<file path="src/rtl/alu_arbiter.sv">
// Two-requester round-robin front end for a shared combinational ALU.
// One operation in flight; operands and the result are held in registers.
module alu_arbiter #(
    parameter int         MUL_LAT = 3,
    parameter logic [6:0] OP_ADD  = 7'h01,
    parameter logic [6:0] OP_SUB  = 7'h02,
    parameter logic [6:0] OP_MUL  = 7'h03
) (
    input  logic        clk,
    input  logic        reset,
    input  logic        req0_valid,
    input  logic [6:0]  req0_op,
    input  logic [31:0] req0_x,
    input  logic [31:0] req0_y,
    output logic        req0_ready,
    input  logic        req1_valid,
    input  logic [6:0]  req1_op,
    input  logic [31:0] req1_x,
    input  logic [31:0] req1_y,
    output logic        req1_ready,
    output logic [6:0]  alu_op,
    output logic [31:0] alu_x,
    output logic [31:0] alu_y,
    input  logic [31:0] alu_w,
    output logic        rsp0_valid,
    output logic        rsp1_valid,
    output logic [31:0] rsp_data,
    output logic        busy
);

    typedef enum logic [1:0] {
        ST_IDLE,
        ST_EXEC,
        ST_RESP
    } state_t;

    localparam logic [3:0] MUL_CYCLES = 4'(MUL_LAT);

    state_t      r_state;
    logic        r_last_grant;
    logic        r_id;
    logic [3:0]  r_count;
    logic [6:0]  r_alu_op;
    logic [31:0] r_alu_x;
    logic [31:0] r_alu_y;
    logic [31:0] r_rsp_data;
    logic        r_rsp0_valid;
    logic        r_rsp1_valid;
    logic        r_busy;

    logic        w_idle;
    logic        w_grant0;
    logic        w_grant1;
    logic        w_accept;
    logic [6:0]  w_op;
    logic [31:0] w_x;
    logic [31:0] w_y;

    // A lone requester always wins; under contention the one not served last wins.
    assign w_idle   = (r_state == ST_IDLE) && !reset;
    assign w_grant0 = w_idle && req0_valid && (!req1_valid || r_last_grant);
    assign w_grant1 = w_idle && req1_valid && (!req0_valid || !r_last_grant);
    assign w_accept = w_grant0 || w_grant1;

    assign w_op = w_grant1 ? req1_op : req0_op;
    assign w_x  = w_grant1 ? req1_x  : req0_x;
    assign w_y  = w_grant1 ? req1_y  : req0_y;

    always_ff @(posedge clk) begin
        if (reset) begin
            r_state      <= ST_IDLE;
            r_last_grant <= 1'b1;
            r_id         <= 1'b0;
            r_count      <= 4'd0;
            r_alu_op     <= 7'd0;
            r_alu_x      <= 32'd0;
            r_alu_y      <= 32'd0;
            r_rsp_data   <= 32'd0;
            r_rsp0_valid <= 1'b0;
            r_rsp1_valid <= 1'b0;
            r_busy       <= 1'b0;
        end else begin
            r_rsp0_valid <= 1'b0;
            r_rsp1_valid <= 1'b0;
            case (r_state)
                ST_IDLE: begin
                    if (w_accept) begin
                        r_alu_op     <= w_op;
                        r_alu_x      <= w_x;
                        r_alu_y      <= w_y;
                        r_id         <= w_grant1;
                        r_last_grant <= w_grant1;
                        r_count      <= (w_op == OP_MUL) ? MUL_CYCLES : 4'd1;
                        r_state      <= ST_EXEC;
                        r_busy       <= 1'b1;
                    end
                end
                ST_EXEC: begin
                    // Final EXEC cycle: capture the ALU result and raise the strobe for RESP.
                    if (r_count == 4'd1) begin
                        r_rsp_data   <= alu_w;
                        r_count      <= 4'd0;
                        r_rsp0_valid <= !r_id;
                        r_rsp1_valid <= r_id;
                        r_state      <= ST_RESP;
                    end else begin
                        r_count <= r_count - 4'd1;
                    end
                end
                ST_RESP: begin
                    r_state <= ST_IDLE;
                    r_busy  <= 1'b0;
                end
                default: begin
                    r_state <= ST_IDLE;
                    r_busy  <= 1'b0;
                end
            endcase
        end
    end

    assign req0_ready = w_grant0;
    assign req1_ready = w_grant1;
    assign alu_op     = r_alu_op;
    assign alu_x      = r_alu_x;
    assign alu_y      = r_alu_y;
    assign rsp0_valid = r_rsp0_valid;
    assign rsp1_valid = r_rsp1_valid;
    assign rsp_data   = r_rsp_data;
    assign busy       = r_busy;

endmodule

</file>
<file path="config.mk">
export PLATFORM = sky130hd
export DESIGN_NAME = alu_arbiter
export DESIGN_NICKNAME = d
export VERILOG_FILES = /design/src/rtl/alu_arbiter.sv
export SDC_FILE = /design/constraint.sdc
export NUM_CORES = 1
export LEC_CHECK = 0
export CAP_MARGIN = 20
export CORE_ASPECT_RATIO = 0.6
export CORE_UTILIZATION = 39
export CTS_BUF_LIST = sky130_fd_sc_hd__clkbuf_8
export DETAILED_ROUTE_END_ITERATION = 12
export HOLD_SLACK_MARGIN = 0.12
export PLACE_DENSITY = 0.92
export SYNTH_ARGS = -nofsm -noshare
export SYNTH_HDL_FRONTEND = slang
export SYNTH_SLANG_ARGS = --single-unit
</file>
<file path="constraint.sdc">
create_clock -name clk -period 1.95 [get_ports clk]
set_clock_uncertainty 0.2 [all_clocks]
set_input_delay 0.2925 -clock clk [delete_from_list [all_inputs] [get_ports clk]]
set_output_delay 0.2925 -clock clk [all_outputs]
set_load 0.005 [all_outputs]
</file>
==> results.json, run 1 <==
{
  "outcome": "finished clean",
  "crit_required_ns": 1.46,
  "fin_cells": 982,
  "p_comb_frac": 0.212,
  "hp-class": "input port to flop",
  "dp.cells": 947,
  "holdPathStages": 3,
  "fin_nets": 984,
  "netlist_area_sq_mm": 0.00484,
  "yosysUniqueCellTypes": 34,
  "crit_chain": "nor3_4, buf_6, buf_4, nand3_4, inv_2, buf_6",
  "worst_path_most_repeated_cell": "buf_6",
  "fmax_mhz": 520,
  "grtUsageMet1": 0.268,
  "n_antenna_cell": 0,
  "grt_setup_unrepaired": "true",
  "drive_gt1_frac": 0.0808,
  "drc": 0,
  "netlist_instances": 520,
  "numCtsBuffers": 17,
  "antenna_found_initial": 0,
  "multi_input_area_sq_mm": 0.00224,
  "syn_nets": 700,
  "io_pins": 286,
  "finalCritPeriodShare": 0.986,
  "arrival_ns": 1.43,
  "ir_drop_uv": 409,
  "use_met3": 0.0881,
  "fp.dieW_um": 146,
  "critPathLaunch": "r_state[0]",
  "max_slew_margin": 0.657,
  "place_area_sq_mm": 0.00788,
  "first_pass_iters": 4,
  "finish.instance_area_sq_mm": 0.00838,
  "cap_viol_max_count": 0,
  "cts_sinks": 114,
  "fin_setup_tns_ns": 0,
  "vias": 4831,
  "die_y_um": 88.3,
  "cts_tree": "done",
  "grt_pass1_vias": 4669,
  "hold_violations": 0,
  "start_util": 0.401,
  "root_buffer": "clkbuf_8",
  "wl_per_cell_um": 15.8,
  "ant_nets": 0,
  "drt-vias-per-instance": 4.92,
  "worst_pin_slew_ns": 0.514,
  "cp_slowest_cell": "dfxtp_2",
  "grt_pass1_wl_um": 23200,
  "grt_use_met2": 0.410,
  "ys_top_cells_by_area": "dfxtp_1, mux2i_1, a211oi_1",
  "grt_max_degree": 113,
  "p_clk_frac": 0.383,
  "ff_latch_area_sq_mm": 0.00228,
  "fp.dieArea_sq_mm": 0.0129,
  "grt_use_total": 0.233,
  "fillCellCount": 936,
  "clk_pin_slew_worst_paths_ns": 0.07,
  "cts_max_path_buffers": 2,
  "period_needed_ns": 1.92,
  "power.leakage_nw": 3.45,
  "p_per_area_mw_per_mm2": 768,
  "cp_max_fo": 3,
  "critPathMaxStageDelay_ns": 0.34,
  "r2r_start": "r_state[1]",
  "swShare": 0.240,
  "drt-initial-drc-count": 171,
  "grt_most_used_layer": "met2",
  "whs_ns": 0.216,
  "htreeDepth": 4,
  "seq_area_frac_synth": 0.471,
  "routabilityCongestion": 0.807,
  "ys_ff_latch": 114,
  "overflow": 0,
  "cp-start-kind": "flop",
  "rows": 31,
  "path_class": "flop to primary output",
  "coreArea_sq_mm": 0.0121,
  "r2r_cells": 8,
  "yosysTopAreaCell": "dfxtp_1",
  "p_sw_mw": 1.54,
  "p_int_mw": 4.89,
  "cts_hold_buffers": 0,
  "syn_area_per_cell_sq_um": 9.31,
  "yosys_warnings": 0,
  "seq_power_share": 0.405,
  "io_buffers": 285,
  "synth_top_area_frac": 0.471,
  "worstSetupEndpointType": "primary output",
  "area_growth_pct": 73.1,
  "min_from": "alu_w[20]",
  "drt-total-wl_um": 15500,
  "dp_hpwl_um": 11000,
  "finish.utilization": 0.695,
  "drv_slew": 0,
  "setup_violations": 0,
  "clk_latency_ns": 0.41
}
[area by class of cell]
cell class,instances,share of cell area
inverter,5,0.00224
timing repair buffer,308,0.379
sequential,114,0.273
clock inverter,11,0.0191
multi-input combinational,358,0.268
clock buffer,21,0.0345
tap,165,0.0246
[path summary, 6_finish.rpt]
kind	endpoint	slack, ns
worst max-delay path	req1_ready	0.03
worst min register to register	rsp0_valid	0.25
worst min-delay path	rsp_data[20]	0.22
worst max register to register	alu_y[7]	0.04
[critical path: cells and delay by family (launching register included)]
family | cells | cell delay [ns]
buffers and inverters | 4 | 0.44
AND/OR/NAND/NOR | 2 | 0.24
flip-flops | 1 | 0.34
[state kept, by name, indices dropped and copies added (netlist names)]
register      flops
alu_op            7
alu_x            32
rsp1_valid        1
r_count           4
r_id              1
r_state           2
alu_y            32
rsp_data         32
rsp0_valid        1
busy              1
r_last_grant      1
[placed cells by master (no fill, tap or decap), types with 2 or more instances in the layout]
cell,count
buf_4,11
a21oi_1,36
nand3_1,3
nand2b_1,3
dfxtp_1,113
a211oi_2,3
bufinv_16,4
nand4_1,2
nand2_1,69
nor3_1,4
nor2_1,79
clkbuf_8,21
inv_1,7
buf_6,2
ha_1,2
clkdlybuf4s50_1,282
mux2i_1,71
clkinvlp_4,2
nand3_4,2
buf_12,11
o21ai_0,4
a211oi_1,68
[power by group through the flow]
stage / clock (mW) / combinational [mW] / sequential [mW]
after floorplan: 0 / 0.519 / 2.66
after global placement: 0 / 1.31 / 2.65
after detailed placement: 0 / 1.34 / 2.66
after CTS: 2.52 / 1.36 / 2.61
after global routing: 2.63 / 1.47 / 2.63
final: 2.46 / 1.36 / 2.61
[synthesized netlist by cell type]
| library cell | instances |
|---|---|
| mux2_2 | 1 |
| dfxtp_1 | 114 |
| clkbuf_2 | 1 |
| nand4_1 | 2 |
| o21a_1 | 1 |
| buf_6 | 9 |
| a21oi_1 | 36 |
| nor3_1 | 4 |
| mux2i_1 | 71 |
| nor2_1 | 79 |
| buf_4 | 4 |
| o21ai_0 | 4 |
| nand2b_1 | 3 |
| nor2b_1 | 1 |
| a41oi_1 | 1 |
| buf_8 | 6 |
| nand3_1 | 3 |
| and3_1 | 1 |
| a211oi_2 | 2 |
| ha_1 | 2 |
| a31o_2 | 1 |
| nand3_4 | 1 |
| nor3_4 | 1 |
| nand3_2 | 1 |
| nor3b_1 | 1 |
| and2_1 | 1 |
| clkbuf_1 | 22 |
| nand2_1 | 69 |
| a211oi_1 | 69 |
| or3_1 | 1 |
| a31oi_1 | 1 |
| inv_1 | 5 |
| nor4_1 | 1 |
| buf_2 | 1 |
[stage by stage]
stage / power [mW] / setup WS, ns
3_5_place_dp: 4.00 / -0.206
6_report: 6.44 / 0.0268
3_3_place_gp: 3.96 / -0.169
2_1_floorplan: 3.18 / 0.335
4_1_cts: 6.49 / 0.00608
5_1_grt: 6.72 / -0.0705
[logic make-up (layout without fill, tap and decap cells)]
kind of cell,after synthesis,after routing,share of synthesized area
buffers and inverters,48,345,0.0688
AOI/OAI and AO/OA,115,115,0.160
DFF,114,114,0.471
and+or+nand+nor,169,169,0.146
muxes,72,72,0.149
adders and majority gates,2,2,0.00517
[metal layers]
layer	wire length, um	up-vias
met1	6510	2234
met2	7570	187
met4	150	0
met5	0	-
met3	1250	12
li1	-	2398
[timing repair]
| action | 4_1_cts | 5_1_grt |
|---|---|---|
| pin swaps | 1 | 0 |
| endpoints found under the setup margin | 3 | 12 |
| gates resized for setup | 10 | 3 |
| gates cloned | 0 | 1 |
| setup buffers | 2 | 0 |
Note: power is estimated with default switching activity, not from simulation.
==> run 2, diff against run 1 <==
- clock period: 1.95 -> 2 ns (I/O delays scaled with it)
==> results.json, run 2 (synthesized netlist as in run 1, its figures left out) <==
{
  "place_area_sq_mm": 0.00783,
  "clk_latency_ns": 0.40,
  "cp-start-kind": "flop",
  "drv_slew": 0,
  "cp_max_fo": 3,
  "dp_hpwl_um": 11100,
  "drt-vias-per-instance": 4.86,
  "routabilityCongestion": 0.817,
  "wl_per_cell_um": 15.6,
  "drt-total-wl_um": 15300,
  "drt-initial-drc-count": 192,
  "cts_max_path_buffers": 2,
  "worst_pin_slew_ns": 0.523,
  "swShare": 0.252,
  "rows": 31,
  "seq_power_share": 0.416,
  "start_util": 0.401,
  "overflow": 0,
  "outcome": "finished clean",
  "fillCellCount": 941,
  "io_pins": 286,
  "cap_viol_max_count": 0,
  "grt_pass1_vias": 4758,
  "cp_slowest_cell": "dfxtp_2",
  "arrival_ns": 1.40,
  "setup_ws_ns": 0.100,
  "coreArea_sq_mm": 0.0121,
  "p_clk_frac": 0.371,
  "antenna_found_initial": 0,
  "period_needed_ns": 1.90,
  "p_sw_mw": 1.54,
  "dp.cells": 944,
  "cts_tree": "done",
  "grt_pass1_wl_um": 23500,
  "clk_pin_slew_worst_paths_ns": 0.07,
  "hold_violations": 0,
  "first_pass_iters": 4,
  "crit_chain": "nor3_4, nand3_4, inv_1, dlygate4sd2_1",
  "grt_max_degree": 113,
  "report.power.total_mw": 6.11,
  "power.leakage_nw": 3.39,
  "final_cell_mix": "clkdlybuf4s50_1, dfxtp_1, nor2_1",
  "fp.dieW_um": 146,
  "critPathMaxStageDelay_ns": 0.34,
  "fin_setup_tns_ns": 0,
  "p_comb_frac": 0.213,
  "grt_use_total": 0.233,
  "p_int_mw": 4.57,
  "numCtsBuffers": 17,
  "fmax_mhz": 526,
  "htreeDepth": 4,
  "ant_nets": 0,
  "crit_required_ns": 1.50,
  "finalCritPeriodShare": 0.950,
  "setup_violations": 0,
  "pre_cts_ws_ns": -0.146,
  "fin_cells": 978,
  "die_y_um": 88.3,
  "io_buffers": 285,
  "root_buffer": "clkbuf_8",
  "cts_sinks": 114,
  "fp.dieArea_sq_mm": 0.0129,
  "drc": 0,
  "worstSetupEndpointType": "primary output",
  "grt_setup_unrepaired": "false",
  "whs_ns": 0.234,
  "finish.instance_area_sq_mm": 0.00827,
  "drive_gt1_frac": 0.0763,
  "vias": 4754,
  "area_growth_pct": 70.9,
  "ir_drop_uv": 391,
  "path_class": "flop to primary output",
  "final_common_cell": "clkdlybuf4s50_1",
  "fin_nets": 980,
  "n_antenna_cell": 0,
  "max_slew_margin": 0.651,
  "finish.utilization": 0.686,
  "cts_hold_buffers": 0,
  "hp-class": "input port to flop",
  "p_per_area_mw_per_mm2": 739
}
==> run 2: cell types whose count changed in the layout (fill, tap and decap cells not counted), moves of 2 or more <==
| cell | change |
|---|---|
| buf_12 | -2 |
| clkbuf_8 | -2 |
| clkinvlp_4 | +2 |
| inv_1 | -2 |
==> run 2: metal layers <==
layer	global-route usage	vias up	wire length, um
met4	0.0699	0	153
met2	0.415	165	7520
met3	0.0747	17	1120
met1	0.272	2190	6510
met5	0	-	0
li1	-	2382	-
==> run 2: power by group through the flow <==
stage	Combinational, mW	Sequential, mW	Clock (mW)
CTS	1.31	2.54	2.31
finish	1.30	2.54	2.27
floorplan	0.506	2.59	0
detailed placement	1.29	2.59	0
global route	1.40	2.56	2.42
global placement	1.27	2.58	0
==> run 2: worst paths after layout <==
| path | depth (start not counted) | start | end | slack (ns) |
|---|---|---|---|---|
| max | 4 | r_state[0] | req0_ready | 0.10 |
| min reg2reg | 2 | rsp_data[15] | rsp_data[15] | 0.25 |
| max reg2reg | 7 | r_count[1] | rsp_data[17] | 0.19 |
| min | 3 | alu_w[16] | rsp_data[16] | 0.23 |
==> run 2: final cells by class <==
class                           instances  area [sq um]  area share
Timing Repair Buffer                  304          3100       0.375
Sequential cell                       114          2280       0.276
Multi-Input combinational cell        358          2240       0.271
Clock buffer                           19           262      0.0316
Tap cell                              165           206      0.0250
Clock inverter                         13           160      0.0194
Inverter                                5          18.8     0.00227
==> run 2: worst max-delay path: cells and delay by family (launching register included) <==
| kind | cells | cell delay, ns |
|---|---|---|
| buffers and inverters | 2 | 0.30 |
| flip-flops | 1 | 0.34 |
| AND/OR/NAND/NOR | 2 | 0.36 |
==> run 2: what timing repair did <==
action,in CTS,in global routing
pin swaps,2,0
endpoints found under the setup margin,2,1
resized for setup,8,1
setup buffers,2,0
==> run 3, diff against run 2 <==
- PLACE_DENSITY: 0.92 -> 0.8
- SETUP_SLACK_MARGIN: unset -> 0.15
==> results.json, run 3 (synthesized netlist as in run 1, its figures left out) <==
{
  "drt-initial-drc-count": 212,
  "holdPathStages": 5,
  "hp-class": "input port to flop",
  "io_buffers": 285,
  "dp_hpwl_um": 11300,
  "fp.dieW_um": 146,
  "cts_sinks": 114,
  "p_per_area_mw_per_mm2": 731,
  "ir_drop_uv": 447,
  "drt-vias-per-instance": 5.01,
  "ant_nets": 0,
  "final_common_cell": "clkdlybuf4s50_1",
  "start_util": 0.401,
  "wl_per_cell_um": 16.4,
  "pre_cts_ws_ns": -0.177,
  "fin_setup_tns_ns": 0,
  "numCtsBuffers": 17,
  "fin_nets": 991,
  "drt-total-wl_um": 16200,
  "crit_family": "simple AND/OR/NAND/NOR gates",
  "cts_max_path_buffers": 2,
  "first_pass_iters": 4,
  "worstSetupEndpointType": "primary output",
  "ff_latch_area_sq_mm": 0.00229,
  "area_growth_pct": 78.9,
  "reg2reg_slack_ns": 0.19,
  "htreeDepth": 4,
  "use_met3": 0.0696,
  "r2r_start": "r_state[0]",
  "final_cell_mix": "clkdlybuf4s50_1, dfxtp_1, mux2i_1",
  "fp.dieArea_sq_mm": 0.0129,
  "grt_use_met2": 0.411,
  "vias": 4955,
  "grt_max_degree": 113,
  "min_to": "r_state[0]",
  "arrival_ns": 1.38,
  "outcome": "finished clean",
  "multi_input_area_sq_mm": 0.00242,
  "cp_slowest_cell": "dfxtp_2",
  "routabilityCongestion": 0.866,
  "io_pins": 286,
  "fillCellCount": 877,
  "rows": 31,
  "cts_tree": "done",
  "die_y_um": 88.3,
  "grt_setup_unrepaired": "true",
  "antenna_found_initial": 0,
  "clk_pin_slew_worst_paths_ns": 0.07,
  "grt_pass1_vias": 4726,
  "drive_gt1_frac": 0.144,
  "whs_ns": 0.194,
  "cp_max_fo": 4,
  "cap_viol_max_count": 0,
  "grt_use_total": 0.237,
  "crit_chain": "nor3_4, nand3_4, inv_2, buf_2",
  "fmax_mhz": 533,
  "drc": 0,
  "clk_latency_ns": 0.42,
  "max_slew_margin": 0.590,
  "cp-start-kind": "flop",
  "n_antenna_cell": 0,
  "r2r_cells": 7,
  "r2r_end": "alu_x[28]",
  "grt_most_used_layer": "met2",
  "cts_hold_buffers": 0,
  "crit_required_ns": 1.50,
  "power.leakage_nw": 3.71,
  "critPathMaxStageDelay_ns": 0.34,
  "worst_pin_slew_ns": 0.615,
  "grt_pass1_wl_um": 24000,
  "drv_slew": 0,
  "hold_violations": 0,
  "fin_cells": 989,
  "setup_violations": 0,
  "dp.cells": 950,
  "path_class": "flop to primary output",
  "period_needed_ns": 1.88,
  "cp.depth": 4,
  "crit_buf_inv": 2,
  "root_buffer": "clkbuf_8",
  "grtUsageMet1": 0.280,
  "overflow": 0,
  "min_from": "reset",
  "coreArea_sq_mm": 0.0121,
  "setup_ws_ns": 0.123,
  "finalCritPeriodShare": 0.938
}
## run 3: changes by cell type in the layout (fill, tap and decap cells not counted), sizes merged
cell	previous run	this run
clkdlybuf4s50	282	270
dlymetal6s2s	0	12
buf	21	31
bufinv	3	4
clkbuf	19	20
clkinv	4	3
dlygate4sd2	1	0
inv	7	8
## run 3: what timing repair did
action / CTS / global route
pin swaps: 3 / 22
setup buffers: 2 / 2
setup endpoints to repair: 15 / 112
gates resized for setup: 10 / 61
gates cloned: 0 / 3
## run 3: worst max-delay path by stage
stage	startpoint	slack [ns]	end
CTS	r_state[0]	0.1	req0_ready
finish	r_state[0]	0.12	req0_ready
floorplan	r_count[1]	0.38	rsp_data[23]
detailed placement	req0_valid	-0.18	alu_y[16]
global route	r_state[0]	0.05	req0_ready
global placement	req0_valid	-0.07	req1_ready
## run 3: through the flow
stage | util | total power [mW] | instance area (sq um)
2_1_floorplan | - | 3.10 | 4840
3_3_place_gp | 0.655 | 3.87 | 7900
3_5_place_dp | 0.655 | 3.91 | 7900
4_1_cts | 0.692 | 6.30 | 8340
5_1_grt | 0.718 | 6.60 | 8660
6_report | 0.718 | 6.33 | 8660
## run 3: layout make-up
type / count / share of cell area
Multi-Input combinational cell: 358 / 0.279
Sequential cell: 114 / 0.264
Inverter: 5 / 0.00217
Clock buffer: 18 / 0.0286
Tap cell: 165 / 0.0238
Timing Repair Buffer: 315 / 0.380
Clock inverter: 14 / 0.0215
## run 3: power by group
part	internal [mW]	switching, mW
clock network	1.39	0.990
registers	2.45	0.102
logic	0.881	0.522
## run 3: worst reg2reg max path: stages, from the launching register on
cell and delay [ns]:
dfxtp_2 0.34, nor3_4 0.31, nand3_4 0.11, buf_4 0.15, buf_6 0.16, buf_12 0.19
nor2_1 0.16, a211oi_2 0.07
## run 3: metal layers
layer	part of all wire	wire length, um
met5	0	0
met4	0.017	277
met3	0.076	1230
met2	0.49	7980
met1	0.42	6740
==> edit 1: new RTL, flow settings as in run 1 <==
Make the reset (`reset`) asynchronous in one clocked block.
--- a/src/rtl/alu_arbiter.sv
+++ b/src/rtl/alu_arbiter.sv
@@ -66,7 +66,7 @@
     assign w_x  = w_grant1 ? req1_x  : req0_x;
     assign w_y  = w_grant1 ? req1_y  : req0_y;
 
-    always_ff @(posedge clk) begin
+    always_ff @(posedge clk or posedge reset) begin
         if (reset) begin
             r_state      <= ST_IDLE;
             r_last_grant <= 1'b1;
Function: differs if reset is asserted again (counterexample within 4 cycles, from zero or initial values and one cycle with reset high); with reset held inactive, the same outputs for 10 cycles.
==> edit 1 against run 1 <==
Sequential cell count unchanged; cell area increased by 3.2%; global-route usage hardly changed; routed wire length is 3.8% higher; die area rose by 3.9%; critical path type unchanged; synthesized area is 4.0% higher; sequential share of layout area rose by 5.7 points; setup slack worse by 0.0057 ns.
Power is not compared: it rests on default switching activity, and its combinational part moved more than twofold at a synthesized area within 25%.
==> edit 1: results (changes against run 1) <==
Global routing usage on met3 -> 6.650% (-2.2 points)
Nets in the synthesized netlist -> 612 (-13%)
Number of DRC markers in iteration 0 -> 124 (-27%)
Leading post-synthesis cells by instance count -> sky130_fd_sc_hd__dfrtp_1, sky130_fd_sc_hd__mux2i_1, sky130_fd_sc_hd__nand2_1
Arrival time at the worst endpoint -> 1.44 ns
Placed Instance Area -> 8082 sq um (+2.6%)
Aggregate global-route resource usage -> 23.27% (-0.049 points)
Share of layout cells above drive strength 1 -> 13.48% (+5.4 points)
Total detailed-routing wirelength -> 16070 um (+3.8%)
Global-route wire length before repair -> 23910 um (+2.9%)
Post-layout instance count excluding filler cells -> 907 (-7.6%)
Mean instance size in the synthesized netlist -> 11.65 sq um (+25%)
Clk buf depth -> 2 (unchanged)
Largest voltage drop on the vdd net -> 810.2 uV
Peak per-stage delay on the critical path -> 0.42 ns (+0.08 ns)
Detail Placement HPWL -> 11560 um (+4.7%)
Largest net degree at the start of global routing -> 103 (-8.8%)
Clock root buffer master -> sky130_fd_sc_hd__clkbuf_8
Distinct cell type count after synthesis -> 31 (-8.8%)
Slowest cell on the critical path -> sky130_fd_sc_hd__dfrtp_1
Kind of cell adding the most delay to the critical path -> flip-flops
GR Layer Usage met2 -> 40.97% (about the same)
Run status -> finished, final reports clean
IO Port Bufs -> 285 (unchanged)
Shortest period the worst path allows -> 1.929 ns (+0.005670 ns)
Layout Nets -> 909 (-7.6%)
Share of synthesized area occupied by flip-flops and latches -> 56.71% (+9.6 points)
Post-synth ARST share -> 100.0% (+100 points)
Total instance count after detailed placement -> 869 (-8.2%)
Clock transition time at the flip-flop clock pins of the worst setup and hold paths -> 0.07 ns (about the same)
Number of global-route vias before repair -> 4681 (+0.26%)
Met1 Resource Use GR -> 26.94% (+0.17 points)
Max-slew violation count -> 0 (unchanged)
Routability-driven placement congestion ratio -> 0.8272 (+2.5%)
Routed via count -> 4463 (-7.6%)
CTS buffer count -> 17 (unchanged)
Cells taking the most area after synthesis -> sky130_fd_sc_hd__dfrtp_1, sky130_fd_sc_hd__mux2i_1, sky130_fd_sc_hd__mux2_2, sky130_fd_sc_hd__nand2_1, sky130_fd_sc_hd__o21ai_0
Slew @ Worst Pin -> 0.4801 ns (-0.03434 ns)
-- edit 1: tightest hold or removal path: stages --
cell and delay (ns):
sky130_fd_sc_hd__clkdlybuf4s50_1 0.39, sky130_fd_sc_hd__nand2_1 0.05, sky130_fd_sc_hd__o21ai_1 0.05
-- edit 1: power by group --
| group | leakage (uW) | total, uW | switching (uW) | internal, uW |
|---|---|---|---|---|
| sequential | 0.00137 | 4230 | 685 | 3550 |
| combinational | 0.00235 | 5360 | 1950 | 3410 |
| clock | 0.000203 | 2330 | 1060 | 1280 |
| total | 0.00393 | 11900 | 3700 | 8230 |
-- edit 1: per-stage QoR --
stage          hold WS (ns)  TNS (ns)  utilization [%]  worst slack, ns  power (uW)
2_1_floorplan        0.2032         0                -          0.07289        6276
6_report             0.2152         0            70.36          0.02114       11920
3_5_place_dp         0.2175    -18.40            65.73          -0.3397        9461
5_1_grt              0.2036   -0.1077            70.36         -0.06527       12620
3_3_place_gp         0.2285    -14.03            65.73          -0.3116        9156
4_1_cts              0.1875         0            69.34         0.003058       11890
-- edit 1: final timing paths --
| path | startpoint | end | slack [ns] | cells past startpoint |
|---|---|---|---|---|
| max | r_state[0] | req1_ready | 0.02 | 5 |
| min | req1_y[16] | alu_y[16] | 0.22 | 3 |
| min in group asynchronous | reset | r_count[2] | 0.30 | 4 |
| max in group asynchronous | reset | alu_x[17] | 0.86 | 4 |
| max reg2reg | r_state[0] | alu_y[8] | 0.09 | 7 |
| min reg2reg | r_id | rsp0_valid | 0.24 | 1 |
-- edit 1: routing by layer --
metal,share of wire (%),up-vias
met5,0,-
met4,1.5,0
met3,7.1,22
met2,51,172
met1,40,2177
li1,-,2092
-- edit 1: cells by family (layout without fill, tap and decap cells) --
kind of cell	after synthesis	after routing	synth area share (%)
fa+ha+maj	2	2	0.4972
xor+xnor	1	1	0.1741
buf+inv	35	345	4.649
compound gates	80	80	8.180
flops	114	114	56.71
simple gates	96	96	8.280
mux	104	104	21.51
-- edit 1: cell type report --
| class | count | area, sq um |
|---|---|---|
| Clock buffer | 17 | 234.0 |
| Multi-Input combinational cell | 283 | 1984 |
| Timing Repair Buffer | 304 | 3148 |
| Clock inverter | 15 | 183.9 |
| Sequential cell | 114 | 2854 |
| Fill cell | 880 | 3645 |
| Inverter | 9 | 40.04 |
| Tap cell | 165 | 206.4 |
-- edit 1: what timing repair did --
item                                    CTS  global route
pin swaps                                 1             3
resized for setup                        13            14
cloned                                    0             3
endpoints found under the setup margin    2            62
setup buffers                             2             1
==> edit 2: new RTL, config.mk and constraints of run 1 <==
Without the edit above. Re-encode `state_t` (3 states) as one-hot, 3 bits wide.
--- a/src/rtl/alu_arbiter.sv
+++ b/src/rtl/alu_arbiter.sv
@@ -28,10 +28,10 @@
     output logic        busy
 );
 
-    typedef enum logic [1:0] {
-        ST_IDLE,
-        ST_EXEC,
-        ST_RESP
+    typedef enum logic [2:0] {
+        ST_IDLE = 3'b001,
+        ST_EXEC = 3'b010,
+        ST_RESP = 3'b100
     } state_t;
 
     localparam logic [3:0] MUL_CYCLES = 4'(MUL_LAT);
Check against the original RTL: no difference found for any inputs over 10 cycles, from zero or initial values and one cycle with reset high; not proved beyond that.
==> edit 2 against run 1 <==
The run now ends with negative setup slack left; cell count increased by 11%; routed wire length increased by 25%; cell area up 13%; power rose by 3.2%; combinational power is 26% higher; via count is 17% higher; sequential cell count increased by 1; setup slack got worse by 0.14 ns; clock power is 5% lower; synthesized area rose by 2.1%; worst hold slack got worse by 0.017 ns; critical endpoint is now alu_op[3]; largest power group unchanged; highest routed layer unchanged.
==> edit 2: results (changes against run 1) <==
Highest routed layer -> met4
Arrival time at the worst endpoint -> 2.19 ns (+0.76 ns)
Setup slack after layout -> -0.1144 ns (-0.1412 ns)
Setup-violating endpoint count in the final report -> 56 (+56)
Cells taking the most area after synthesis -> sky130_fd_sc_hd__dfxtp_1, sky130_fd_sc_hd__nand2_1, sky130_fd_sc_hd__a311oi_2, sky130_fd_sc_hd__nor2_1, sky130_fd_sc_hd__a311oi_1
GR Layer Usage met2 -> 46.57% (+5.6 points)
Global routing usage on met3 -> 8.571% (-0.24 points)
Routed via count -> 5663 (+17%)
Average vias per placed instance -> 5.181 (+5.3%)
Layout Nets -> 1095 (+11%)
Number of fill cells -> 825 (-12%)
Peak per-stage delay on the critical path -> 0.33 ns
P_leak -> 0.003532 uW (+2.3%)
Compound-gate portion of the synthesized area -> 22.32% (+6.3 points)
Aggregate global-route resource usage -> 26.60% (+3.3 points)
Run status -> finished, violations left
Number of DRC markers in iteration 0 -> 274 (+60%)
Share of synthesized area occupied by flip-flops and latches -> 46.56% (-0.59 points)
Largest net degree at the start of global routing -> 68 (-40%)
Worst relative slew slack -> 44.39% (-21 points)
Worst Hold Class -> primary input to flip-flop
Length of routed met3 wiring -> 1390 um (+11%)
Violated checks -> negative setup slack
Multiplexer share of the synthesized area -> 0.2277% (-15 points)
Met1 Resource Use GR -> 31.54% (+4.8 points)
Largest voltage drop on the vdd net -> 451.1 uV (+10%)
Max FO, Critical Path -> 9 (+6)
Int Power -> 4900 uW (+0.16%)
Nets in the synthesized netlist -> 774 (+11%)
Detailed-routing iteration count for the pre-antenna-repair pass -> 5 (+1)
Total detailed-routing wirelength -> 19310 um (+25%)
Routed length on met1 -> 8240 um (+27%)
Leading post-synthesis cells by instance count -> sky130_fd_sc_hd__nand2_1, sky130_fd_sc_hd__dfxtp_1, sky130_fd_sc_hd__nor2_1
Number of global-route vias before repair -> 5395 (+16%)
Routability-driven placement congestion ratio -> 0.8118 (+0.59%)
Mean instance size in the synthesized netlist -> 8.324 sq um (-11%)
Met2 wire length -> 9346 um (+23%)
Total instance count after detailed placement -> 1027 (+8.4%)
Post-Synth Adder-Cell Area -> 0.5061% (-0.011 points)
Detail Placement HPWL -> 12370 um (+12%)
Distinct cell type count after synthesis -> 36 (+5.9%)
Share of layout cells above drive strength 1 -> 22.31% (+14 points)
Xor/xnor share of the synthesized area -> 0.3543% (+0.35 points)
Global-route wire length before repair -> 27010 um (+16%)
Antenna violations before repair -> 0 (unchanged)
[edit 2: power groups by stage]
stage	clock network, uW	registers, uW	logic, uW
6_report	2340	2600	1710
5_1_grt	2490	2610	1810
4_1_cts	2360	2590	1480
3_5_place_dp	0	2640	1350
3_3_place_gp	0	2630	1310
2_1_floorplan	0	2650	515
[edit 2: timing repair]
item,4_1_cts,5_1_grt
gates cloned,4,11
pin swaps,7,26
setup buffers,15,6
endpoints found under the setup margin,74,80
gates resized for setup,36,70
[edit 2: layout make-up]
cell class                      instances  area [sq um]  share of cell area, %
Tap cell                              165         206.4                  2.188
Sequential cell                       115          2305                  24.43
Clock inverter                         15         175.2                  1.857
Clock buffer                           17         234.0                  2.480
Inverter                                3         13.76                 0.1459
Multi-Input combinational cell        424          2653                  28.11
Timing Repair Buffer                  354          3849                  40.79
[edit 2: worst paths after layout]
check | from | endpoint | slack (ns) | cells after the start
worst max-delay path | r_state[1] | alu_op[3] | -0.11 | 10
worst min-delay path | alu_w[8] | rsp_data[8] | 0.20 | 3
worst max register to register | r_state[1] | alu_op[3] | -0.11 | 10
worst min register to register | r_id | rsp0_valid | 0.24 | 1
[edit 2: stage by stage]
step	worst slack [ns]	TNS, ns	cell area [sq um]	power [uW]
after CTS	-0.06208	-1.010	8852	6438
after detailed placement	-0.1859	-9.610	8130	3987
after global routing	-0.1723	-6.802	9435	6914
after floorplan	0.2004	0	4945	3160
final	-0.1144	-1.886	9435	6646
after global placement	-0.1144	-5.834	8130	3948
[edit 2: worst min-delay path: stages]
cell and delay [ns]:
sky130_fd_sc_hd__clkdlybuf4s50_1 0.39, sky130_fd_sc_hd__nand2_1 0.05, sky130_fd_sc_hd__a21oi_1 0.05
